--- config.mk ---
export PLATFORM = sky130hd
export DESIGN_NAME = pc_gen
export DESIGN_NICKNAME = d
export VERILOG_FILES = /design/src/rtl/pc_gen.sv
export SDC_FILE = /design/constraint.sdc
export NUM_CORES = 1
export LEC_CHECK = 0
export ABC_CLOCK_PERIOD_IN_PS = 5400
export CAP_MARGIN = 20
export CORE_UTILIZATION = 45
export CTS_CLUSTER_DIAMETER = 50
export CTS_CLUSTER_SIZE = 20
export DETAILED_ROUTE_END_ITERATION = 8
export GPL_TIMING_DRIVEN = 0
export PLACE_DENSITY_LB_ADDON = 0.25
export SLEW_MARGIN = 30
export SYNTH_ARGS = -nofsm -noshare
export SYNTH_HDL_FRONTEND = slang
export SYNTH_SLANG_ARGS = --single-unit
--- constraint.sdc ---
create_clock -name clk -period 5.4 [get_ports clk]
set_clock_uncertainty 0.1 [all_clocks]
set_input_delay 1.08 -clock clk [delete_from_list [all_inputs] [get_ports clk]]
set_output_delay 1.08 -clock clk [all_outputs]
set_load 0.03 [all_outputs]
--- src/rtl/pc_gen.sv ---
// ============================================================================
// Module   : pc_gen
// Brief    : Fetch-stage PC generator with a small circular return-address stack
// Revision : 1.0
// ============================================================================
`default_nettype none

module pc_gen #(
  parameter int unsigned             XLEN         = 32,
  parameter logic [XLEN-1:0]         RESET_VECTOR = '0,
  parameter int unsigned             STEP         = 4,
  parameter int unsigned             RAS_DEPTH    = 4
) (
  input  logic                             clk,
  input  logic                             reset_n,
  input  logic                             halt,
  input  logic                             redirect_valid,
  input  logic [XLEN-1:0]                  redirect_pc,
  input  logic                             trap_valid,
  input  logic [XLEN-1:0]                  trap_vector,
  input  logic                             call_push,
  input  logic                             ret_pop,
  output logic [XLEN-1:0]                  currPC,
  output logic [$clog2(RAS_DEPTH+1)-1:0]   ras_count,
  output logic [XLEN-1:0]                  ras_top
);

  localparam int unsigned C_PW = $clog2(RAS_DEPTH);
  localparam int unsigned C_CW = $clog2(RAS_DEPTH + 1);

  logic [XLEN-1:0] currpc_q, currpc_d;
  logic [XLEN-1:0] ras_q [RAS_DEPTH];
  logic [XLEN-1:0] ras_d [RAS_DEPTH];
  logic [C_PW-1:0] wptr_q, wptr_d;
  logic [C_CW-1:0] count_q, count_d;

  logic [XLEN-1:0] seq_pc;
  logic [C_PW-1:0] top_idx;
  logic [C_PW-1:0] wptr_inc;
  logic [XLEN-1:0] top_val;
  logic            ras_empty;
  logic            advance;

  // Pointer arithmetic wraps explicitly so non-power-of-two depths work.
  always_comb begin
    seq_pc    = currpc_q + XLEN'(STEP);
    ras_empty = (count_q == '0);
    advance   = !trap_valid && !redirect_valid && !halt;
    top_idx   = (wptr_q == '0) ? C_PW'(RAS_DEPTH - 1) : wptr_q - C_PW'(1);
    wptr_inc  = (wptr_q == C_PW'(RAS_DEPTH - 1)) ? '0 : wptr_q + C_PW'(1);
    top_val   = ras_q[top_idx];
  end

  always_comb begin
    currpc_d = seq_pc;
    if (trap_valid)
      currpc_d = {trap_vector[XLEN-1:2], 2'b00};
    else if (redirect_valid)
      currpc_d = {redirect_pc[XLEN-1:2], 2'b00};
    else if (halt)
      currpc_d = currpc_q;
    else if (ret_pop && !ras_empty)
      currpc_d = top_val;
  end

  always_comb begin
    ras_d   = ras_q;
    wptr_d  = wptr_q;
    count_d = count_q;
    if (trap_valid) begin
      count_d = '0;
    end else if (advance) begin
      if (call_push && ret_pop && !ras_empty) begin
        // Tail-call style: consume the top and replace it in one step.
        ras_d[top_idx] = seq_pc;
      end else if (call_push) begin
        ras_d[wptr_q] = seq_pc;
        wptr_d        = wptr_inc;
        if (count_q != C_CW'(RAS_DEPTH))
          count_d = count_q + C_CW'(1);
      end else if (ret_pop && !ras_empty) begin
        wptr_d  = top_idx;
        count_d = count_q - C_CW'(1);
      end
    end
  end

  always_ff @(posedge clk or negedge reset_n) begin
    if (!reset_n) begin
      currpc_q <= RESET_VECTOR;
      wptr_q   <= '0;
      count_q  <= '0;
      for (int i = 0; i < int'(RAS_DEPTH); i++)
        ras_q[i] <= '0;
    end else begin
      currpc_q <= currpc_d;
      wptr_q   <= wptr_d;
      count_q  <= count_d;
      ras_q    <= ras_d;
    end
  end

  assign currPC    = currpc_q;
  assign ras_count = count_q;
  assign ras_top   = ras_empty ? '0 : top_val;

endmodule

`default_nettype wire

==> results.tsv, run 1 <==
metric	value	unit
worstPathArrival	3.76	ns
fp-row-count	50	
num_vias	8061	
rsz0062_at_grt	false	
slowest_stage	clkbuf_1	
p_seq_frac	0.417	
fmax	0.202	GHz
syn_nets	976	
post-route-cell-area	0.0111	sq mm
io_buffers	133	
routedWlPerCell	22.8	microns
io_pins	138	
p_per_area	387	mW/mm^2
dp_hpwl	20900	microns
crit_chain	inv_1 > ha_1 > buf_1 > clkbuf_1 > mux4_2 > nor2b_1 > clkdlybuf4s50_1	
holdWs	0.401	ns
vias_per_cell	6.08	
fin_nets	1130	
postRouteAntennaNets	0	
combPwrFrac	0.272	
switching_share	0.314	
drive_gt1_frac	0.0967	
cts_resized	0	
async_reset_ff_frac	1.00	
critical_path.endpoint_type	output pin	
overflow	0	
syn_to_final_growth	27.1	%
drv_cap	0	
path_clk_slew	0.06	ns
start_kind	register	
worstPathRequired	4.22	ns
synth_area	0.00871	sq mm
power	0.00428	W
setup_viol	0	
path_max_fanout	10	
htree_levels	4	
drc	0	
yosysUniqueCellTypes	65	
post-route-util	0.588	
critPathBufInv	4	
ys_seq_elements	165	
grt_pass1_wl	46500	microns
final-max-slew-violation-count	0	
hold_viol_final	0	
p_clk_frac	0.311	
period_share	0.915	
clk_latency	0.43	ns
yosys_warnings	0	
status	finished, final reports clean	
routed_wl	30200	microns
synthFlopType	dfrtp_1	
coreArea	0.0188	sq mm
holdBufCountCts	0	
drt-initial-drc-count	845	
cts-root-buf	clkbuf_16	
die-area	0.0199	sq mm
diodes	0	
ir_drop	0.255	mV
numCtsBuffers	17	
drt_first_pass_iters	5	
worst_pin_slew	1.08	ns
synth_seq_area_share	0.474	
cp_top_family	buffers and inverters	
slew_headroom	0.277	
min_period	4.94	ns
ctsLongestPathBuffers	2	
grt_max_degree	66	
p_sw	0.00134	W
antenna_found_initial	0	
p_int	0.00294	W
p_leak	4.48	nW
gp_congestion	0.880	
max_stage_delay	0.77	ns
cts_tree	done	
cts.sinks	165	
synth_edf_count	0	
syn-instance-count	898	
avgSynthCellArea	9.70	sq um
grt_pass1_vias	7963	
gr-usage-all-layers	0.317	
die_h	141	microns
min_path_type	reg2reg	
post-cts-setup-buffers	0	
die_x	141	microns
placed_cell_area	0.0104	sq mm
crit_type	reg2out	
initial_utilization	0.463	
routing by layer:
layer / vias up / track usage / part of all wire
li1: 3500 / - / -
met1: 4004 / 0.428 / 0.40
met2: 485 / 0.494 / 0.47
met3: 72 / 0.0693 / 0.10
met4: 0 / 0.133 / 0.032
met5: - / 0 / 0
power groups by stage:
stage | logic (W) | registers (W) | clock network (W)
6_report | 0.00117 | 0.00179 | 0.00133
3_3_place_gp | 0.00112 | 0.00179 | 0
2_1_floorplan | 0.000715 | 0.00180 | 0
5_1_grt | 0.00126 | 0.00182 | 0.00138
4_1_cts | 0.00116 | 0.00178 | 0.00133
3_5_place_dp | 0.00115 | 0.00180 | 0
cell usage in the layout (no fill, tap or decap), drive strengths merged, types with 19 or more instances in the layout:
master / Yosys / final
xnor2: 21 / 21
a21oi: 158 / 158
nor2: 143 / 143
buf: 16 / 19
inv: 23 / 23
mux4: 32 / 32
o21ai: 19 / 19
dfrtp: 165 / 165
nand3: 25 / 25
nor2b: 35 / 35
nand2: 58 / 58
clkdlybuf4s50: 0 / 132
clkbuf: 48 / 72
kinds of logic (layout without fill, tap and decap cells):
family,Yosys count,count (layout),share of synthesized area
compound gates,252,252,0.173
simple gates,312,312,0.166
flops,165,165,0.474
fa+ha+maj,7,7,0.0109
buf+inv,87,254,0.0454
xor+xnor,26,26,0.0270
mux,49,49,0.105
stage by stage:
stage	instances	setup TNS [ns]	setup slack, ns
2_1_floorplan	898	0	2.01
3_3_place_gp	1291	-621.72	-3.78
3_5_place_dp	1293	0	0.969
4_1_cts	1325	0	0.489
5_1_grt	1325	0	0.383
6_report	1325	0	0.458
synth_stat cells, drive strengths merged, types with 19 or more instances:
cell type  instances  area share
dfrtp            165        0.47
o21ai             19       0.011
a21oi            158       0.091
nor2b             35       0.025
xnor2             21       0.022
nand3             25       0.014
nor2             143       0.062
clkbuf            48       0.027
nand2             58       0.025
mux4              32       0.083
inv               23      0.0099
state kept, by name, summed over array words and instances, names as in the netlist:
signal	cells
ras_q	128
wptr_q	2
ras_count	3
currPC	32
cell type report:
cell class	count	area (sq um)
Buffer	64	309
Clock buffer	24	502
Clock inverter	8	144
Fill cell	1628	7750
Inverter	23	86.3
Multi-Input combinational cell	646	4190
Sequential cell	165	4130
Tap cell	260	325
Timing Repair Buffer	135	1390
final timing paths:
kind	endpoint	cells after the start	slack (ns)	start
worst max-delay path	ras_top[19]	7	0.46	wptr_q[0]$_DFFE_PN0P_
worst min-delay path	ras_q[64]$_DFFE_PN0P_	1	0.40	ras_q[64]$_DFFE_PN0P_
worst max register to register	ras_q[49]$_DFFE_PN0P_	6	1.85	ras_count[0]$_DFFE_PN0P_
worst min register to register	ras_q[64]$_DFFE_PN0P_	1	0.40	ras_q[64]$_DFFE_PN0P_
max in group asynchronous	ras_q[80]$_DFFE_PN0P_	3	3.78	reset_n
min in group asynchronous	currPC[1]$_DFFE_PN0P_	1	0.44	reset_n
(Power assumes the default switching activity.)
==> run 2, diff against run 1 <==
--- a/config.mk
+++ b/config.mk
@@ -5,8 +5,10 @@
 export SDC_FILE = /design/constraint.sdc
 export NUM_CORES = 1
 export LEC_CHECK = 0
+export ABC_AREA = 1
 export ABC_CLOCK_PERIOD_IN_PS = 5400
 export CAP_MARGIN = 20
+export CORE_MARGIN = 10
 export CORE_UTILIZATION = 45
 export CTS_CLUSTER_DIAMETER = 50
 export CTS_CLUSTER_SIZE = 20
==> run 2 against run 1 <==
Worst setup slack worse by 0.094 ns. Critical path depth increased by 1. Non-clock buffer count decreased by 2. Count of clock-buffer cells in the layout is 1 lower. Global-route usage fell by 4.7 points. Largest cell class unchanged. Sequential cell count stayed put. First-iteration DRC count is 35% higher.
==> results.tsv, run 2 <==
metric	value	unit
dp_hpwl	26900	microns
synthFlopType	dfrtp_1	
rsz0062_at_grt	false	
multi_input_comb_area	0.00453	sq mm
io_pins	138	
hold_viol_final	0	
syn-instance-count	1253	
postRouteAntennaNets	0	
routed_wl	36100	microns
dp.cells	1657	
setup_viol	0	
holdBufCountCts	0	
avgSynthCellArea	7.44	sq um
synth_area_leader_cell	dfrtp_1	
diodes	0	
die_x	164	microns
worstPathRequired	4.22	ns
pre_cts_slack	0.890	ns
synthTopCellsByCount	nand2_1 (394), dfrtp_1 (165), nor2_1 (140), o21ai_1 (77), o21ai_0 (74)	
period_share	0.933	
grt_pass1_vias	9077	
yosysUniqueCellTypes	42	
numCtsBuffers	17	
vias_per_cell	5.60	
combPwrFrac	0.507	
largest_register_ffs	128	
syn_to_final_growth	24.8	%
nFillCells	1941	
synth_area	0.00932	sq mm
syn_nets	1331	
initial_utilization	0.459	
synth.most_common_cell	nand2_1	
post-cts-setup-buffers	0	
clk_latency	0.44	ns
tns	0	ns
final_common_cell	nand2_1	
final_cell_count_no_fill	1688	
coreArea	0.0203	sq mm
cts_resized	0	
p_int	0.00353	W
num_vias	9450	
yosys.area.top_type_share	0.443	
fin_nets	1484	
final-max-slew-violation-count	0	
drv_cap	0	
die-area	0.0269	sq mm
gr-usage-all-layers	0.270	
cts_tree	done	
p_sw	0.00307	W
p_seq_frac	0.303	
final_cell_mix	nand2_1 (394), dfrtp_1 (165), nor2_1 (140)	
p_leak	5.35	nW
start_kind	register	
yosys_warnings	0	
drt-initial-drc-count	1141	
ir_drop	0.237	mV
min_path_type	reg2reg	
slew_headroom	0.380	
min_period	5.04	ns
path_max_fanout	10	
overflow	0	
gp_congestion	1.01	
critical_path.endpoint_type	output pin	
fp-row-count	52	
regMostFlops	ras_q	
async_reset_ff_frac	1.00	
io_buffers	132	
drt_first_pass_iters	5	
crit_type	reg2out	
fmax	0.199	GHz
drc	0	
final-seq-area	0.00413	sq mm
synth_edf_count	0	
ys_seq_elements	165	
path_clk_slew	0.06	ns
synthTopCellsByArea	dfrtp_1 (44%), nand2_1 (16%), nor2_1 (5.6%)	
ctsLongestPathBuffers	2	
htree_levels	4	
fin_ws	0.364	ns
grt_pass1_wl	54900	microns
cts-root-buf	clkbuf_16	
p_per_area	567	mW/mm^2
worstPathArrival	3.86	ns
worst_pin_slew	0.930	ns
p_clk_frac	0.190	
cts.sinks	165	
status	finished, final reports clean	
routedWlPerCell	21.4	microns
drive_gt1_frac	0.0973	
holdWs	0.370	ns
synth_seq_area_share	0.443	
die_h	164	microns
switching_share	0.465	
antenna_found_initial	0	
post-route-util	0.573	
grt_max_degree	63	
-- run 2: path summary, 6_finish.rpt --
path,startpoint,slack [ns],to,cells after the start
max,wptr_q[0]$_DFFE_PN0P_,0.36,ras_top[0],8
min,ras_q[108]$_DFFE_PN0P_,0.37,ras_q[108]$_DFFE_PN0P_,2
max reg2reg,wptr_q[0]$_DFFE_PN0P_,2.32,currPC[10]$_DFFE_PN0P_,9
min reg2reg,ras_q[108]$_DFFE_PN0P_,0.37,ras_q[108]$_DFFE_PN0P_,2
max in group asynchronous,reset_n,4.13,ras_q[27]$_DFFE_PN0P_,2
min in group asynchronous,reset_n,0.43,currPC[0]$_DFFE_PN0P_,1
-- run 2: kinds of logic after synthesis --
logic type,Yosys count,synth area share
buffers and inverters,145,0.0713
AOI/OAI and AO/OA,245,0.149
adders and majority gates,7,0.0102
and+or+nand+nor,674,0.308
DFF,165,0.443
xor gates and xnor gates,17,0.0184
-- run 2: per-layer routing --
layer / wire (microns) / share of wire / track usage
met5: 0 / 0 / 0
met4: 1020 / 0.028 / 0.0979
met3: 3560 / 0.099 / 0.0766
met2: 16200 / 0.45 / 0.419
met1: 15200 / 0.42 / 0.353
-- run 2: power groups by stage --
stage	Combinational [W]	Sequential [W]	Clock (W)
2_1_floorplan	0.00194	0.00201	0
5_1_grt	0.00360	0.00205	0.00130
3_5_place_dp	0.00328	0.00200	0
4_1_cts	0.00329	0.00199	0.00125
6_report	0.00335	0.00200	0.00125
3_3_place_gp	0.00324	0.00199	0
-- run 2: layout make-up --
class	count	share of cell area
Buffer	63	0.0300
Clock buffer	23	0.0428
Clock inverter	8	0.00839
Inverter	82	0.0271
Multi-Input combinational cell	943	0.389
Sequential cell	165	0.355
Tap cell	270	0.0290
Timing Repair Buffer	134	0.119
-- run 2: critical path: stages, from the launching register on --
cell	delay, ns
dfrtp_1	0.42
inv_1	0.13
ha_1	0.36
clkbuf_1	0.48
clkbuf_1	0.76
o21ai_0	0.20
o22a_1	0.28
nor2_1	0.10
clkdlybuf4s50_1	0.68
-- run 2: through the flow --
stage / area, sq um / total power, W
after floorplan: 9320 / 0.00395
after global placement: 11000 / 0.00523
after detailed placement: 11000 / 0.00528
after CTS: 11600 / 0.00653
after global routing: 11600 / 0.00695
final: 11600 / 0.00660
==> run 3, diff against run 2 <==
--- a/config.mk
+++ b/config.mk
@@ -7,7 +7,6 @@
 export LEC_CHECK = 0
 export ABC_AREA = 1
 export ABC_CLOCK_PERIOD_IN_PS = 5400
-export CAP_MARGIN = 20
 export CORE_MARGIN = 10
 export CORE_UTILIZATION = 45
 export CTS_CLUSTER_DIAMETER = 50
==> results of run 3 <==
No change in the layout: final DEF, timing and power equal those of run 2.
